<file path="src/rtl/alu_arbiter.sv">
// alu_arbiter: round-robin arbiter sharing one combinational ALU among NUM_REQ requesters
// Ports: clk/rst (sync, active-high); req_*_i packed per-requester request fields (lane i at [(i+1)*W-1:i*W]);
//        req_ready_o one-hot accept; alu_*_o registered ALU controls/operands; alu_*_i ALU results;
//        resp_valid_o/resp_id_o/resp_data_o/resp_carry_o/resp_overflow_o tagged response, resp_ready_i accept.
// Optional macro ALU_ARB_LOCK_EN adds req_lock_i for locked multi-precision chains with carry forwarding.
module alu_arbiter #(
    parameter int NUM_REQ            = 4,
    parameter int DATA_WIDTH         = 64,
    parameter int SHIFT_AMT          = $clog2(DATA_WIDTH),
    parameter int ID_WIDTH           = $clog2(NUM_REQ),
    parameter int SHIFT_OPCODE_WIDTH = 2,
    parameter int LOGIC_OPCODE_WIDTH = 3
) (
    input  logic                                     clk,
    input  logic                                     rst,
    input  logic [NUM_REQ-1:0]                       req_valid_i,
    output logic [NUM_REQ-1:0]                       req_ready_o,
    input  logic [NUM_REQ-1:0]                       req_add_sub_mode_i,
    input  logic [NUM_REQ*SHIFT_OPCODE_WIDTH-1:0]    req_shift_mode_i,
    input  logic [NUM_REQ*LOGIC_OPCODE_WIDTH-1:0]    req_logic_opcode_i,
    input  logic [NUM_REQ*DATA_WIDTH-1:0]            req_data_a_i,
    input  logic [NUM_REQ*DATA_WIDTH-1:0]            req_data_b_i,
    input  logic [NUM_REQ-1:0]                       req_carry_in_i,
    input  logic [NUM_REQ*SHIFT_AMT-1:0]             req_shift_amt_i,
`ifdef ALU_ARB_LOCK_EN
    input  logic [NUM_REQ-1:0]                       req_lock_i,
`endif
    output logic                                     alu_add_sub_mode_o,
    output logic [SHIFT_OPCODE_WIDTH-1:0]            alu_shift_mode_o,
    output logic [LOGIC_OPCODE_WIDTH-1:0]            alu_logic_opcode_o,
    output logic [DATA_WIDTH-1:0]                    alu_data_a_o,
    output logic [DATA_WIDTH-1:0]                    alu_data_b_o,
    output logic                                     alu_carry_in_o,
    output logic [SHIFT_AMT-1:0]                     alu_shift_amt_o,
    input  logic [DATA_WIDTH-1:0]                    alu_data_out_i,
    input  logic                                     alu_carry_out_i,
    input  logic                                     alu_overflow_i,
    output logic                                     resp_valid_o,
    output logic [ID_WIDTH-1:0]                      resp_id_o,
    output logic [DATA_WIDTH-1:0]                    resp_data_o,
    output logic                                     resp_carry_o,
    output logic                                     resp_overflow_o,
    input  logic                                     resp_ready_i
);
    typedef enum logic {IDLE, BUSY} state_t;
    state_t              state_q;
    logic [ID_WIDTH-1:0] rr_q;
    logic [ID_WIDTH-1:0] gnt_id;
    logic [ID_WIDTH-1:0] idx;
    logic                gnt_any;
    logic                slot_free;
    logic [NUM_REQ-1:0]  cand;
    logic                cin_d;
    assign slot_free       = state_q == IDLE || resp_ready_i;
    assign resp_valid_o    = state_q == BUSY;
    assign resp_data_o     = alu_data_out_i;
    assign resp_carry_o    = alu_carry_out_i;
    assign resp_overflow_o = alu_overflow_i;
`ifdef ALU_ARB_LOCK_EN
    logic                lock_q;
    logic [ID_WIDTH-1:0] lock_id_q;
    logic                carry_q;
    assign cand = lock_q ? req_valid_i & (NUM_REQ'(1) << lock_id_q) : req_valid_i;
    // A grant while BUSY implies the previous response is handshaking now, so its carry is live on the ALU.
    assign cin_d = lock_q ? (state_q == BUSY ? alu_carry_out_i : carry_q) : req_carry_in_i[gnt_id];
    always_ff @(posedge clk) begin
        if (rst) begin
            lock_q    <= 1'b0;
            lock_id_q <= '0;
            carry_q   <= 1'b0;
        end else begin
            if (gnt_any) begin
                lock_q    <= req_lock_i[gnt_id];
                lock_id_q <= gnt_id;
            end
            if (state_q == BUSY && resp_ready_i) carry_q <= alu_carry_out_i;
        end
    end
`else
    assign cand  = req_valid_i;
    assign cin_d = req_carry_in_i[gnt_id];
`endif
    // Scan downward so the nearest requester after rr_q is the last (winning) assignment.
    always_comb begin
        gnt_any = 1'b0;
        gnt_id  = '0;
        idx     = '0;
        for (int k = NUM_REQ; k >= 1; k--) begin
            idx = ID_WIDTH'((int'(rr_q) + k) % NUM_REQ);
            if (slot_free && cand[idx]) begin
                gnt_any = 1'b1;
                gnt_id  = idx;
            end
        end
    end
    assign req_ready_o = gnt_any ? NUM_REQ'(1) << gnt_id : '0;
    always_ff @(posedge clk) begin
        if (rst) begin
            state_q            <= IDLE;
            rr_q               <= ID_WIDTH'(NUM_REQ - 1);
            resp_id_o          <= '0;
            alu_add_sub_mode_o <= 1'b0;
            alu_shift_mode_o   <= '0;
            alu_logic_opcode_o <= '0;
            alu_data_a_o       <= '0;
            alu_data_b_o       <= '0;
            alu_carry_in_o     <= 1'b0;
            alu_shift_amt_o    <= '0;
        end else if (gnt_any) begin
            state_q            <= BUSY;
            rr_q               <= gnt_id;
            resp_id_o          <= gnt_id;
            alu_add_sub_mode_o <= req_add_sub_mode_i[gnt_id];
            alu_shift_mode_o   <= req_shift_mode_i[gnt_id*SHIFT_OPCODE_WIDTH +: SHIFT_OPCODE_WIDTH];
            alu_logic_opcode_o <= req_logic_opcode_i[gnt_id*LOGIC_OPCODE_WIDTH +: LOGIC_OPCODE_WIDTH];
            alu_data_a_o       <= req_data_a_i[gnt_id*DATA_WIDTH +: DATA_WIDTH];
            alu_data_b_o       <= req_data_b_i[gnt_id*DATA_WIDTH +: DATA_WIDTH];
            alu_carry_in_o     <= cin_d;
            alu_shift_amt_o    <= req_shift_amt_i[gnt_id*SHIFT_AMT +: SHIFT_AMT];
        end else if (resp_ready_i) begin
            state_q <= IDLE;
        end
    end
endmodule

</file>
<file path="config.mk">
export PLATFORM = sky130hd
export DESIGN_NAME = alu_arbiter
export DESIGN_NICKNAME = d
export VERILOG_FILES = /design/src/rtl/alu_arbiter.sv
export SDC_FILE = /design/constraint.sdc
export NUM_CORES = 1
export LEC_CHECK = 0
export ABC_AREA = 1
export CORE_AREA = 2 2 330 332
export DETAILED_ROUTE_END_ITERATION = 6
export DIE_AREA = 0 0 332 334
export PLACE_DENSITY_LB_ADDON = 0.12
export SYNTH_ARGS = -nofsm -noshare
export SYNTH_HDL_FRONTEND = slang
export SYNTH_SLANG_ARGS = --single-unit
</file>
<file path="constraint.sdc">
create_clock -name clk -period 5.9 [get_ports clk]
set_input_delay 1.77 -clock clk [delete_from_list [all_inputs] [get_ports clk]]
set_output_delay 1.77 -clock clk [all_outputs]
set_load 0.02 [all_outputs]
</file>
== Word-level counts from Yosys, hierarchy flattened ==
Index checks and enable logic that the tools add are counted.

* Register bits: 146
* Bits of input ports: 637
* Output and inout port bits: 214

* Add/subtract/negate cells: 4
* $mul: 2
* $lt $le $gt $ge: 5
* Shift operators: 6
* Muxes and demuxes: 23
* Bitwise operators: 1
* Reduce and logical (&&, ||, !) cells: 6

{| class="wikitable"
|+ Operators with widths
! operator !! count
|-
| $shiftx A256 B9 Y64 || 2
|-
| $shiftx A24 B6 Y6 || 1
|-
| $lt A2 B3 Y1 const B || 5
|-
| $bmux W1 S2 || 6
|-
| $mux W1 || 12
|-
| $shiftx A12 B5 Y3 || 1
|-
| $mul A2 B2 Y4 const B || 2
|-
| $mux W2 || 4
|-
| $shiftx A8 B4 Y2 || 1
|-
| $add A2 B1 Y2 const B || 2
|-
| $add A2 B2 Y2 const B || 2
|-
| $logic_and A1 B1 Y1 || 4
|-
| $mux W4 || 1
|-
| $shl A1 B2 Y4 const A || 1
|-
| $reduce_bool A2 Y1 || 1
|-
| $logic_or A1 B1 Y1 || 1
|-
| $not A1 Y1 || 1
|}

== Longest topological paths before layout ==
* Depth in word-level cells: 10
* Depth in mapped cells: 17

== Least setup slack after synthesis ==
Ideal clock, no wire load.

* Path type: input -> output
* Start point: in resp_ready_i
* End point: out req_ready_o[0]
* Data arrival time: 3.161 ns
* Data required time: 4.130 ns
* Path slack: 0.969 ns
* Cell stages on the path: 12
* Buffers on the path: 2
* Cells stage by stage: inv_1 nand2_1 nand2_1 nor2_1 nand2_1 nand3_2 nand2_4 buf_6 buf_4 inv_2 nand2_1 nor2_1

* Word-level cells in the longest chain between the ends: 8
* Elaborated cells between the ends (all ways): 15
* Those cells by class: shift (1); mux (9); reduce/logical (5)

{| class="wikitable"
|+ RTL lines
! what !! RTL line !! source
|-
| start: declaration || 43 || <nowiki>input logic resp_ready_i</nowiki>
|-
| $logic_or A1 B1 Y1 * || 54 || <nowiki>assign slot_free = state_q == IDLE || resp_ready_i;</nowiki>
|-
| $logic_and A1 B1 Y1 || 90 || <nowiki>if (slot_free && cand[idx]) begin</nowiki>
|-
| $mux W2 (4 in a row) || 90 ||
|-
| $shl A1 B2 Y4 || 96 || <nowiki>assign req_ready_o = gnt_any ? NUM_REQ'(1) << gnt_id : '0;</nowiki>
|-
| $mux W4 * || 96 ||
|-
| end: declaration || 17 || <nowiki>output logic [NUM_REQ-1:0] req_ready_o,</nowiki>
|}

Mark *: on every way between the ends. The rest lies on a longest branch, timed or not.

== Worst setup path after layout ==
* Start point: in resp_ready_i
* End point: out req_ready_o[3]

The elaborated chain is that of the path after synthesis.

==> impl_results.md <==
- Status: finished clean
- Synth Warn #: 0
- Die W: 332 um
- Tmin final: 5.640 ns
- Final Power: 11.73 mW
- DRC Markers: 0
- Most frequent cells in the layout: clkdlybuf4s50_1 (714), inv_1 (574), nand3_1 (573)
- WL final: ~77000 um
- Post-synth top area share: between 20% and 30%
- Register area share after synthesis: roughly 22%
- Post-Place Worst Slack: 0.2191 ns
- Initial antenna violation count: 26
- Transition time of the tightest slew-check pin: 1.130 ns
- Vias: 16.19k
- Syn Nets: 3076
- Total GRT Usage: between 10 and 15%
- Fin. max-slew vios: 0
- Layout area overhead: 63.40%
- CP peak stage delay: approximately 0.65 ns
- WL met2: 36470 um
- Leak Pwr: 11.25 nW
- Vias in the first global route: 16.25k
- Syn Std Cell Area: 13360 um^2
- Cell family with most CP delay: buffers and inverters
- CP required: between 4 and 5 ns
- Via density: 3.682
- CTS tree: done
- Area leader, netlist: dfxtp_1
- Metal3 WL: 6004 um
- Post-cts sizing count: 0
- Crit Path Class: input port to output port
- DRT Pass-1 Iters: 5
- Critical Path Slowest Stage Cell: clkdlybuf4s50_1
- Top-level I/O count: roughly 850
- CTS buffer count: 17
- Slew margin rel.: 24.69%
- Area contributors post-synth: dfxtp_1 (22%), nand3_1 (21%), inv_1 (16%), nand2_1 (13%), nor2_1 (8.1%)
- Post-Synthesis Cells: ~2.4k
- Die height: 334 um
- Hold WC Path Type: register to register
- Hpwl dp: 56780 um
- Clk_skew: 0.007462 ns
- Clock Pin Slew Worst Setup and Hold Paths: 0.06 ns
- Largest net degree at the start of global routing: 155
- Startpoint types: input port
- PortBufs: 718
- Final Non-Filler Cells: 4396
- CTS max path bufs: 2
- Hold_ws: 0.4792 ns
- Top Layer Used: met5
- Hold Vio Cnt, Final: 0
- Number of DRC markers in iteration 0: 703
- Cell row count: between 100 and 150
- Final period utilization: 95.59%
- Setup bufs post-CTS: 0
- Dpl cells: 4355
- Setup TNS: 0 ns
- CP Capture Type: output port
- TritonCTS Sinks: 146
- Max VDD drop: just over 0.5 mV
- DR WL/cell: 17.45 um
- Starting Density: 12.39%
- Placer Congestion: 0.8069
- Antenna Nets Post-Route: 0
- Flops & latches, synth: 146
- WL met1: 31960 um
- Maximum fanout along the worst path: 10
- Die area: 110900 um^2
- First-pass GRT wire length: 111300 um
- Hold buffer count at CTS: 0
- Cell mode on critical path: nand2_1
- RSZ-0062 raised after global routing: no
- CP Buf/Inv Count: 5
- Share of cells above drive strength 1: under 10%
- Synth cell types: 21
- Power density cells: approximately 540 nW/um^2
- Clk_lat worst skew: approximately 0.5 ns
- Maxcap violations: 0
- DP Area: between 20000 and 25000 um^2
- Root Driver: clkbuf_16
- # setup viols final: 0
- Arrival time at the worst endpoint: 3.87 ns
- Worst setup slack after layout: 0.2605 ns
- Syn Area/Cell: between 5 and 6 um^2
- Total Nets Final: about 3.6k
- Grt ovf: 0
- Fmax: 177.3 MHz
- Final core utilization: 20.25%
- Design area: between 20000 and 25000 um^2
- Core ar.: 107800 um^2
- H-tree levels: 4
- Worst-path cell chain: clkdlybuf4s50_1 -> inv_1 -> nand2_1 -> buf_12 -> nand2_1 -> nor2_1 -> nand2_1 -> nand2_1 -> nand2_8 -> nand2_8 -> nand2_1 -> inv_1 -> clkdlybuf4s50_1
- Most common cell after layout, fill and taps aside: clkdlybuf4s50_1
area by class of cell:
cell class / instances / area (um^2)
antenna: 9 / 22.52
clock buffer: 19 / 442.9
clock inverter: 13 / 127.6
fill: 12550 / 85970
inverter: 580 / 2192
multi-input combinational: 1476 / 6887
sequential: 146 / 2923
tap: 1414 / 1769
timing repair buffer: 739 / 7463
path summary, 6_finish.rpt:
check	startpoint	slack, ns	depth (start not counted)	end
setup / recovery	resp_ready_i	0.26	13	req_ready_o[3]
hold / removal	resp_id_o[1]	0.48	2	resp_id_o[1]
setup reg to reg	rr_q[0]	2.36	15	alu_carry_in_o
hold reg to reg	resp_id_o[1]	0.48	2	resp_id_o[1]
cells by family after synthesis:
kind of cell    count (synthesis)  share of synthesized area, %
simple gates                 1470                         50.98
buf+inv                       817                         26.85
flops                         146                         21.88
compound gates                  6                        0.2810
state kept, by name, indices dropped and copies added, names as in the netlist:
register / cells
alu_data_a_o: 64
alu_data_b_o: 64
alu_shift_amt_o: 6
alu_logic_opcode_o: 3
alu_shift_mode_o: 2
resp_id_o: 2
rr_q: 2
alu_add_sub_mode_o: 1
alu_carry_in_o: 1
resp_valid_o: 1
worst register-to-register path: cells and delay by family (launching register included):
family / cells / cell delay [ns]
buffers and inverters: 3 / 1.37
DFF: 1 / 0.57
and+or+nand+nor: 12 / 1.52
where the power goes:
group,switching (mW),internal (mW),total [mW]
clock,0.545,0.597,1.14
combinational,5.81,3.09,8.91
sequential,0.242,1.44,1.68
total,6.60,5.13,11.7
cell usage after synthesis, drive strengths merged:
cell and n:
nor2 288, and2 2, nand2 463, nand3 575, o21ai 1, nand3b 141
dfxtp 146, buf 209, a21oi 2, nor3 1, clkbuf 28, inv 580
o211ai 3
routing by layer:
metal	global-route usage (%)	vias up
met2	22.51	473
met1	15.78	7258
met3	5.027	102
met5	0	-
met4	5.000	32
li1	-	8321
No activity file was read; power rests on OpenSTA's default activity.
